`src/rtl/imem_ctrl_pkg.sv`:
```
// -----------------------------------------------------------------------------
// imem_ctrl_pkg
// Shared definitions for the instruction-memory load controller:
//   - default parameter values (word width, address width, memory depth)
//   - FSM state encodings, kept as plain localparam constants so that
//     legacy tools and waveform viewers see stable 2-bit codes
//   - helper to derive the default memory depth from the address width
// No ports; imported by imem_load_ctrl and imem_ld_counter.
// -----------------------------------------------------------------------------
package imem_ctrl_pkg;

  // Default parameter values for the controller.
  localparam int DBITS_DEF = 32;
  localparam int ABITS_DEF = 32;

  // Default depth: one word per 1 KiB of address space.
  function automatic int words_for(input int abits);
    return 1 << (abits - 10);
  endfunction

  localparam int WORDS_DEF = 1 << (ABITS_DEF - 10);

  // FSM state encodings.
  typedef logic [1:0] state_t;

  localparam state_t ST_RUN  = 2'd0;  // CPU owns the memory, fetching at cpu_pc
  localparam state_t ST_LOAD = 2'd1;  // loader owns the memory, CPU stalled
  localparam state_t ST_DONE = 2'd2;  // single-cycle completion, CPU still stalled

endpackage : imem_ctrl_pkg

```
`src/rtl/imem_ld_counter.sv`:
```
// -----------------------------------------------------------------------------
// imem_ld_counter
// Address / remaining-word counter pair used while a program load is active.
// The address walks upward from the load base, the count walks down from the
// load length. Two status flags are derived from the registered values:
//   last_o : the current word is the final one of the load (count == 1)
//   ovf_o  : the current address lies past the end of the memory
//
// Ports
//   clk     in   rising-edge clock
//   rst     in   synchronous active-high reset (clears both registers)
//   load_i  in   capture base_i / len_i
//   base_i  in   [ABITS] first word address of the load
//   len_i   in   [ABITS] number of words in the load
//   dec_i   in   one word transferred: address + 1, count - 1
//   addr_o  out  [ABITS] current write address
//   last_o  out  current word is the last of the load
//   ovf_o   out  current address >= WORDS
// -----------------------------------------------------------------------------
module imem_ld_counter
  import imem_ctrl_pkg::*;
#(
  parameter int ABITS = ABITS_DEF,
  parameter int WORDS = WORDS_DEF
) (
  input  logic             clk,
  input  logic             rst,
  input  logic             load_i,
  input  logic [ABITS-1:0] base_i,
  input  logic [ABITS-1:0] len_i,
  input  logic             dec_i,
  output logic [ABITS-1:0] addr_o,
  output logic             last_o,
  output logic             ovf_o
);

  // One extra bit so that a depth equal to 2**ABITS still compares correctly.
  localparam logic [ABITS:0] WORDS_EXT = (ABITS+1)'(WORDS);

  logic [ABITS-1:0] addr_q, addr_d;
  logic [ABITS-1:0] cnt_q,  cnt_d;

  always_comb begin
    addr_d = addr_q;
    cnt_d  = cnt_q;
    if (load_i) begin
      addr_d = base_i;
      cnt_d  = len_i;
    end else if (dec_i) begin
      // Address wrap at 2**ABITS is not handled: such a load is already
      // flagged by ovf_o long before the address could wrap.
      addr_d = addr_q + 1'b1;
      cnt_d  = cnt_q - 1'b1;
    end
  end

  // NOTE: sequential state is updated with non-blocking assignments so every
  // register samples the pre-edge value of every other register.
  always_ff @(posedge clk) begin
    if (rst) begin
      addr_q <= '0;
      cnt_q  <= '0;
    end else begin
      addr_q <= addr_d;
      cnt_q  <= cnt_d;
    end
  end

  assign addr_o = addr_q;
  assign last_o = (cnt_q == ABITS'(1));
  assign ovf_o  = ({1'b0, addr_q} >= WORDS_EXT);

endmodule : imem_ld_counter

```
`src/rtl/imem_load_ctrl.sv`:
```
// -----------------------------------------------------------------------------
// imem_load_ctrl
// Arbitrates a single-port instruction memory between the CPU fetch path and
// a streaming program loader. In RUN the CPU fetches at cpu_pc. A load_start
// pulse in RUN hands the memory to the loader: the CPU is stalled, the loader
// streams words with a valid/ready handshake into consecutive addresses, and
// a one-cycle DONE state signals completion before the CPU resumes.
// Words that fall past the end of the memory are dropped and raise a sticky
// load_err flag that clears on the next accepted load or on reset.
//
// Ports
//   clk         in   rising-edge clock
//   rst         in   synchronous active-high reset
//   load_start  in   one-cycle load request (honoured in RUN only)
//   load_base   in   [ABITS] first word address, sampled with load_start
//   load_len    in   [ABITS] word count, sampled with load_start
//   wr_valid    in   loader word valid
//   wr_data     in   [DBITS] loader word
//   wr_ready    out  controller accepts the loader word this cycle
//   cpu_pc      in   [ABITS] CPU fetch address
//   cpu_stall   out  CPU must hold PC and state
//   load_done   out  one-cycle pulse at the end of a load
//   load_err    out  sticky: the load ran past WORDS-1
//   mem_en      out  instruction memory enable
//   mem_we      out  instruction memory write enable
//   mem_addr    out  [ABITS] instruction memory address
//   mem_din     out  [DBITS] instruction memory write data
// -----------------------------------------------------------------------------
module imem_load_ctrl
  import imem_ctrl_pkg::*;
#(
  parameter int DBITS = DBITS_DEF,
  parameter int ABITS = ABITS_DEF,
  parameter int WORDS = words_for(ABITS)
) (
  input  logic             clk,
  input  logic             rst,
  input  logic             load_start,
  input  logic [ABITS-1:0] load_base,
  input  logic [ABITS-1:0] load_len,
  input  logic             wr_valid,
  input  logic [DBITS-1:0] wr_data,
  output logic             wr_ready,
  input  logic [ABITS-1:0] cpu_pc,
  output logic             cpu_stall,
  output logic             load_done,
  output logic             load_err,
  output logic             mem_en,
  output logic             mem_we,
  output logic [ABITS-1:0] mem_addr,
  output logic [DBITS-1:0] mem_din
);

  state_t state_q, state_d;
  logic   load_err_q, load_err_d;

  logic             accept_start;
  logic             len_nonzero;
  logic             xfer;
  logic [ABITS-1:0] addr_q;
  logic             last_word;
  logic             addr_ovf;

  // ---------------------------------------------------------------------------
  // Handshake
  // ---------------------------------------------------------------------------
  // wr_ready comes from the registered state only, so the loader may make
  // wr_valid depend on wr_ready without forming a combinational loop. Reset
  // gates it so a reset cycle can never commit a word.
  assign wr_ready     = (state_q == ST_LOAD) && !rst;
  assign xfer         = wr_valid && wr_ready;

  // Start requests arriving in LOAD or DONE are ignored.
  assign accept_start = (state_q == ST_RUN) && load_start;
  assign len_nonzero  = (load_len != '0);

  // ---------------------------------------------------------------------------
  // Address / count pair
  // ---------------------------------------------------------------------------
  imem_ld_counter #(
    .ABITS (ABITS),
    .WORDS (WORDS)
  ) u_counter (
    .clk    (clk),
    .rst    (rst),
    .load_i (accept_start && len_nonzero),
    .base_i (load_base),
    .len_i  (load_len),
    .dec_i  (xfer),
    .addr_o (addr_q),
    .last_o (last_word),
    .ovf_o  (addr_ovf)
  );

  // ---------------------------------------------------------------------------
  // Next-state logic
  // ---------------------------------------------------------------------------
  // NOTE: every variable assigned in this block gets a default first, so no
  // path through the case can leave it unassigned and infer a latch.
  always_comb begin
    state_d    = state_q;
    load_err_d = load_err_q;
    case (state_q)
      ST_RUN: begin
        if (load_start) begin
          load_err_d = 1'b0;
          // A zero-length load skips straight to completion without writing.
          state_d    = len_nonzero ? ST_LOAD : ST_DONE;
        end
      end
      ST_LOAD: begin
        if (xfer) begin
          if (addr_ovf) begin
            // Word is dropped; the remainder of the load is abandoned.
            load_err_d = 1'b1;
            state_d    = ST_DONE;
          end else if (last_word) begin
            state_d    = ST_DONE;
          end
        end
      end
      ST_DONE: state_d = ST_RUN;
      default: state_d = ST_RUN;
    endcase
  end

  always_ff @(posedge clk) begin
    if (rst) begin
      state_q    <= ST_RUN;
      load_err_q <= 1'b0;
    end else begin
      state_q    <= state_d;
      load_err_q <= load_err_d;
    end
  end

  // ---------------------------------------------------------------------------
  // Outputs
  // ---------------------------------------------------------------------------
  assign mem_en    = 1'b1;
  assign mem_we    = xfer && !addr_ovf;
  assign mem_addr  = (state_q == ST_RUN) ? cpu_pc : addr_q;
  assign mem_din   = wr_data;

  // The CPU is held during reset as well as whenever the loader owns memory.
  assign cpu_stall = rst || (state_q != ST_RUN);
  assign load_done = !rst && (state_q == ST_DONE);
  assign load_err  = load_err_q;

endmodule : imem_load_ctrl

```
`config.mk`:
```
export PLATFORM = sky130hd
export DESIGN_NAME = imem_load_ctrl
export DESIGN_NICKNAME = d
export VERILOG_FILES = /design/src/rtl/imem_ctrl_pkg.sv /design/src/rtl/imem_ld_counter.sv /design/src/rtl/imem_load_ctrl.sv
export SDC_FILE = /design/constraint.sdc
export NUM_CORES = 1
export LEC_CHECK = 0
export BUFFER_PORTS_ARGS = -buffer_cell sky130_fd_sc_hd__buf_2
export CAP_MARGIN = 20
export CORE_MARGIN = 2
export CORE_UTILIZATION = 48
export DETAILED_ROUTE_END_ITERATION = 6
export PLACE_DENSITY = 0.81
export SYNTH_ARGS = -nofsm -noshare
export SYNTH_HDL_FRONTEND = slang
export SYNTH_HIERARCHICAL = 1
export SYNTH_SLANG_ARGS = --single-unit
```
`constraint.sdc`:
```
create_clock -name clk -period 2.63 [get_ports clk]
set_input_delay 0.263 -clock clk [delete_from_list [all_inputs] [get_ports clk]]
set_output_delay 0.263 -clock clk [all_outputs]
set_load 0.02 [all_outputs]
```
==> metrics.csv, run 1 <==
stage,metric,value,unit
run_status,outcome,finished clean,
worst_hold_path,worst min path class,input pin to flip-flop,
critical_path,CP Capture Type,flip-flop,
cts,clock sinks,67,
cts,CTS tree,built,
detailed_routing,DR WL met3,683,µm
detailed_routing,DRT iter0 DRCs,180,
detailed_routing,Top Layer Used,met4,
detailed_routing,via/cell ratio,5.72,
yosys,Syn Inst Count,542,
cts,clock root buffer,clkbuf_8,
detailed_routing,met2 wire len,5440,µm
critical_path,cell breakdown of the critical path,"nor3b_2, and2_4, nor4b_1, nor4b_4, buf_4, nand3_2, xor2_1, a211oi_1",
detailed_routing,DRT met1 WL,5420,µm
die,core area,9200,µm²
cells_and_area,footprint of the multi-input gates,2770,µm²
timing,Final Max Tran Viols,0,
critical_path,CP max stage delay,0.38,ns
cts,Post-CTS Resized,0,
cts,deepest clock path buffer count,2,
yosys,Mapped Avg Cell Area,8.35,µm²
die,die height,101,µm
detailed_routing,final wirelength,11800,µm
timing,final setup fails,0,
timing,Tmin final,2.32,ns
cts,H-tree Lvls,3,
placed_design,Buffers on Ports,136,
detailed_routing,DR pass1 iterations,5,
detailed_routing,# DRC,0,
critical_path,Setup CP Type,flip-flop to flip-flop,
yosys,Area contributors post-synth,"dfxtp_1, xor2_1, mux2_2, nor2_1, a211oi_1",
pwr,clock power share,27.5,%
grt,"Remaining Overflow, GRT",0,
critical_path,WP data required,2.87,ns
critical_path,arrival time of the worst setup path,2.56,ns
cells_and_area,total area of sequential cells,1340,µm²
detailed_routing,WL per Instance,15.6,µm
cts,Hold Buf Count CTS,0,
pwr,Logic pwr share,28.6,%
cts,clock-pin slew on the worst setup and hold paths,0.08,ns
die,Row Count,35,
grt,gr usage total,22.6,%
yosys,count of cell types in the netlist,56,
placed_design,Post-DP HPWL,8590,µm
pwr,Cell Pwr Density,538,nW/µm²
timing,Setup TNS,0,ns
grt,largest net degree at the start of global routing,72,
pwr,Switching Fraction,34.7,%
yosys,cell area after synthesis,4530,µm²
yosys,Yosys top cell by area,dfxtp_1,
timing,Clock Skew,0.0110,ns
timing,Final Hold Vio Count,0,
timing,RSZ-0062 raised after global routing,no,
yosys,syn_nets,678,
yosys,sequential element share of the synthesized area,29.6,%
die,io pins,202,
timing,Final Cycle Share,88.2,%
die,die width,101,µm
cells_and_area,design area,5230,µm²
yosys,Yosys warning count,6,
cells_and_area,ANT cells,0,
yosys,Yosys top cell area share,29.6,%
pwr,P_sw,0.977,mW
timing,maximum clock frequency,0.431,GHz
pwr,fraction of power consumed by sequential logic,43.9,%
pwr,leakage,2.11,nW
yosys,Async SR Flop Fraction,0,%
placed_design,Final GP Congestion,0.849,
placed_design,Placed Area,5050,µm²
grt,initial antenna violation count,0,
pwr,Max VDD drop,329,µV
grt,first-pass GRT wire length,19000,µm
timing,Slew headroom,41.8,%
timing,Worst-Margin Slew,0.872,ns
critical_path,CP max FO,12,
critical_path,critical path's top delay family,simple AND/OR/NAND/NOR gates,
yosys,ys flop type,dfxtp_1,
cts,Clock Latency Late Sink,0.35,ns
critical_path,crit path buf inv count,1,
cts,CTS Buf Count,9,
cells_and_area,layout cell share with drive strength beyond 1,33.3,%
yosys,#FFs+latches synth,67,
die,Initial Util,49.2,%
grt,vias in the first global route,4095,
pwr,Int Pwr,1.84,mW
cells_and_area,fillcell total,840,
critical_path,critical path's slowest cell,dfxtp_1,
job,Max Cap Viol,0,
cells_and_area,Layout Area Growth over Synthesis,15.5,%
detailed_routing,Via Count,4308,
die,Total Die Area,10200,µm²
yosys,Post-synth EDFFs,0,
detailed_routing,"antenna viol nets, final",0,
critical_path,startpoint types,flip-flop,
cells_and_area,Nets,773,
[cell families (layout without fill, tap and decap cells)]
kind of cell	after synthesis	after routing	synth area share, %
AO/OA/AOI/OAI	80	80	12.2
XOR/XNOR	57	57	11.0
adder cells (fa/ha/maj)	4	4	1.11
buffers and inverters	73	173	9.51
flip-flops	67	67	29.6
multiplexers	37	37	9.06
other	1	1	0.0828
AND/OR/NAND/NOR	223	223	27.4
[worst paths after layout]
kind / start / to / slack [ns] / depth (start not counted)
setup / recovery: state_q[0]$_SDFFE_PP0P_ / u_counter/cnt_q[23]$_SDFFE_PP0P_ / 0.31 / 8
hold / removal: load_start / load_err$_SDFFE_PP0P_ / 0.12 / 2
setup reg to reg: state_q[0]$_SDFFE_PP0P_ / u_counter/cnt_q[23]$_SDFFE_PP0P_ / 0.31 / 8
hold reg to reg: load_err$_SDFFE_PP0P_ / load_err$_SDFFE_PP0P_ / 0.53 / 2
[area by class of cell]
type / instances / share of cell area [%]
Clock buffer: 12 / 2.78
Multi-Input combinational cell: 402 / 52.9
Sequential cell: 67 / 25.6
Timing Repair Buffer: 147 / 14.8
Tap cell: 111 / 2.66
Inverter: 10 / 0.718
Clock inverter: 4 / 0.502
[metal layers]
metal | vias to the layer above | global-route usage (%)
met5 | - | 0
met4 | 0 | 9.15
met3 | 28 | 3.05
met2 | 166 | 35.9
met1 | 1997 | 30.9
li1 | 2117 | -
[synthesized netlist by cell type (3+ instances only)]
cell,number
nor2_1,77
nand3_1,14
and2_1,3
nor4_1,19
or3_1,4
buf_4,33
nand2_1,29
nor3b_1,8
buf_1,4
ha_1,4
or4_1,3
and3_1,4
dfxtp_1,67
clkbuf_1,20
nor3_1,6
mux2i_1,5
nand4_1,26
xor2_1,45
a211oi_1,33
mux2_2,32
inv_1,9
a21oi_1,22
xnor2_1,12
buf_6,4
a211oi_2,3
nand3b_1,4
o22ai_1,11
[power groups by stage]
stage	Combinational (mW)	Clock, mW	Sequential [mW]
global route	0.883	0.828	1.25
finish	0.805	0.772	1.24
floorplan	0.659	0	1.22
CTS	0.805	0.784	1.23
detailed placement	0.800	0	1.26
global placement	0.780	0	1.25
[through the flow]
step | hold slack (ns) | std cells | power (mW) | utilization [%] | worst slack (ns)
after floorplan | 0.328 | 542 | 1.88 | - | 0.288
after global placement | 0.468 | 736 | 2.03 | 54.9 | 0.143
after detailed placement | 0.478 | 736 | 2.06 | 54.9 | 0.0652
after CTS | 0.115 | 752 | 2.82 | 56.8 | 0.119
after global routing | 0.124 | 753 | 2.96 | 56.9 | 0.0991
final | 0.120 | 753 | 2.81 | 56.9 | 0.310
[flip-flops by register name, indices dropped and copies added (netlist names)]
register,flops
state_q,2
load_err,1
u_counter/addr_o,32
u_counter/cnt_q,32
[timing repair]
action	CTS	global route
endpoints found under the hold margin	0	0
buffers inserted	0	1
endpoints found under the setup margin	0	3
[placed cells by master, fill, tap and decap left out, drive strengths merged, types with 3 or more instances in the layout]
master,netlist,final
buf,43,147
nor2,79,79
dfxtp,67,67
xor2,45,45
a211oi,36,36
mux2,32,32
nand2,29,29
nand4,26,26
a21oi,23,23
nor4,20,20
nand3,16,16
xnor2,12,12
clkbuf,20,12
o22ai,11,11
inv,10,10
nor3b,9,9
nor3,7,7
mux2i,5,5
or3,5,5
or4,5,5
and3,4,4
nand3b,4,4
ha,4,4
and2,4,4
nor4b,4,4
clkinv,0,3
(Power assumes the default switching activity.)
==> run 2: changes to the inputs <==
- CORE_ASPECT_RATIO: not set -> 2
==> run 2 against run 1 <==
Net effect:
- first-iteration DRC count shrank 1.1%
- hold slack gained 0.018 ns
- via count up 1.2%
- register-to-register slack worse by 0.12 ns
- final cell count shrank 1.1%
- cell area grew 1.8%
- combinational power increased by 0.6%
- clock skew decreased by 0.0059 ns
- sequential cell count unchanged
- fmax fell by 5.1%
- sequential power hardly changed
- clock power grew 45%
- largest cell class unchanged
==> metrics.csv, run 2 (synthesis results as in run 1) <==
stage,metric,value,unit,change
run_status,outcome,finished clean,,
timing,RSZ-0062 raised after global routing,no,,
critical_path,R2R Path Start,u_counter/cnt_q[14]$_SDFFE_PP0P_,,
critical_path,cell breakdown of the critical path,"or4_4, nor4b_4, nand2_1, nor4_1, o21ai_0, nand2_1, o31ai_1",,
critical_path,CP Capture Type,flip-flop,,
timing,Worst-Margin Slew,0.778,ns,-0.0941 ns
die,die width,72.7,µm,-28%
cts,Post CTS Setup Buffer Count,0,,unchanged
critical_path,critical path's slowest cell,or4_4,,
die,Initial Util,48.9,%,-0.33 points
pwr,Cell Pwr Density,595,nW/µm²,+11%
cells_and_area,layout cell share with drive strength beyond 1,33.2,%,-0.10 points
critical_path,Critical Path Most Common Cell,nand2_1,,
grt,initial antenna violation count,0,,unchanged
die,io pins,202,,unchanged
timing,Setup TNS,0,ns,unchanged
cts,Clock Latency Late Sink,0.33,ns,-0.02 ns
critical_path,Setup CP Type,flip-flop to flip-flop,,
placed_design,Buffers on Ports,136,,unchanged
critical_path,CP max FO,6,,-6
die,core area,9260,µm²,+0.68%
timing,Clock Skew,0.00517,ns,-0.00586 ns
cells_and_area,Layout Area Growth over Synthesis,17.5,%,
placed_design,Final GP Congestion,0.912,,+7.3%
critical_path,startpoint types,flip-flop,,
die,die height,141,µm,+40%
die,Row Count,50,,+43%
detailed_routing,Via Count,4359,,+1.2%
detailed_routing,"antenna viol nets, final",0,,unchanged
detailed_routing,WL per Instance,17.1,µm,+9.1%
detailed_routing,via/cell ratio,5.85,,+2.3%
placed_design,Post-Place Setup Slack,0.189,ns,+0.124 ns
detailed_routing,final wirelength,12700,µm,+8.0%
timing,Final WS setup,0.186,ns,-0.123 ns
critical_path,CP max stage delay,0.60,ns,+0.22 ns
cells_and_area,Nets,772,,-0.13%
grt,vias in the first global route,4260,,+4.0%
cts,Hold Buf Count CTS,0,,unchanged
die,Total Die Area,10300,µm²,+0.46%
placed_design,Post-DP HPWL,9400,µm,+9.5%
cts,clock sinks,67,,unchanged
worst_hold_path,worst min path class,input pin to flip-flop,,
cts,Post-CTS Resized,0,,unchanged
timing,Final Max Tran Viols,0,,unchanged
timing,Slew headroom,48.1,%,+6.3 points
cts,H-tree Lvls,3,,unchanged
timing,final setup fails,0,,unchanged
critical_path,crit path from,u_counter/cnt_q[14]$_SDFFE_PP0P_,,
grt,first-pass GRT wire length,19900,µm,+4.8%
grt,"Remaining Overflow, GRT",0,,unchanged
grt,gr usage total,24.6,%,+2.0 points
detailed_routing,DRT iter0 DRCs,178,,-1.1%
cells_and_area,"commonest non-fill, non-tap cell in the layout",buf_2,,
cells_and_area,"commonest non-fill, non-tap cells in the layout","buf_2, nor2_1, dfxtp_1, xor2_1, a211oi_1",,
pwr,leakage,2.16,nW,+2.2%
cts,CTS Buf Count,9,,unchanged
cts,clock root buffer,clkbuf_16,,
detailed_routing,DR pass1 iterations,4,,-1
cts,clock-pin slew on the worst setup and hold paths,0.05,ns,-0.03 ns
grt,largest net degree at the start of global routing,72,,unchanged
critical_path,WP data required,2.81,ns,-0.06 ns
critical_path,arrival time of the worst setup path,2.63,ns,+0.07 ns
job,Max Cap Viol,0,,unchanged
cts,CTS tree,built,,
pwr,Max VDD drop,340,µV,+3.3%
cts,deepest clock path buffer count,2,,unchanged
timing,maximum clock frequency,0.409,GHz,-5.1%
timing,Tmin final,2.44,ns,+0.123 ns
timing,Final Cycle Share,92.9,%,+4.7 points
worst_hold_path,beginning of the worst hold path,load_start,,
detailed_routing,# DRC,0,,unchanged
timing,Final Hold Vio Count,0,,unchanged
cells_and_area,ANT cells,0,,unchanged
==> run 2: final timing paths <==
path	to	slack, ns	cells after the start
worst max-delay path	state_q[0]$_SDFFE_PP0P_	0.19	7
worst min-delay path	load_err$_SDFFE_PP0P_	0.14	2
worst max register to register	state_q[0]$_SDFFE_PP0P_	0.19	7
worst min register to register	load_err$_SDFFE_PP0P_	0.52	2
==> run 2: layer usage <==
metal	vias to the layer above	wire length, µm	track usage [%]
met5	-	0	0
met3	54	672	4.76
met4	0	650	15.6
li1	2100	-	-
met2	169	7030	45.6
met1	2036	4350	23.6
==> run 2: power by group <==
part	internal, mW	switching (mW)	total, mW
clock	0.687	0.429	1.12
combinational	0.358	0.452	0.810
sequential	1.11	0.128	1.24
==> run 2: cell type report <==
cell class,count,area (µm²)
clock inverter,2,10.0
clock buffer,14,264
sequential,67,1340
tap,104,130
fill,847,3940
multi-input combinational,402,2770
inverter,10,37.5
timing repair buffer,146,768
==> run 2: stage by stage <==
step                hold slack, ns  std cells  power (mW)  utilization [%]  instance area (µm²)
floorplan                    0.328        542        1.88                -                 4530
global placement             0.474        729        2.04             54.5                 5040
detailed placement           0.476        729        2.06             54.5                 5040
CTS                          0.124        745        3.18             57.4                 5320
global route                 0.128        745        3.31             57.5                 5320
finish                       0.138        745        3.17             57.5                 5320
==> run 2: critical path, delay by kind of cell (launching register included) <==
kind | cells | cell delay, ns
AOI/OAI and AO/OA | 2 | 0.25
DFF | 1 | 0.34
and+or+nand+nor | 5 | 1.70
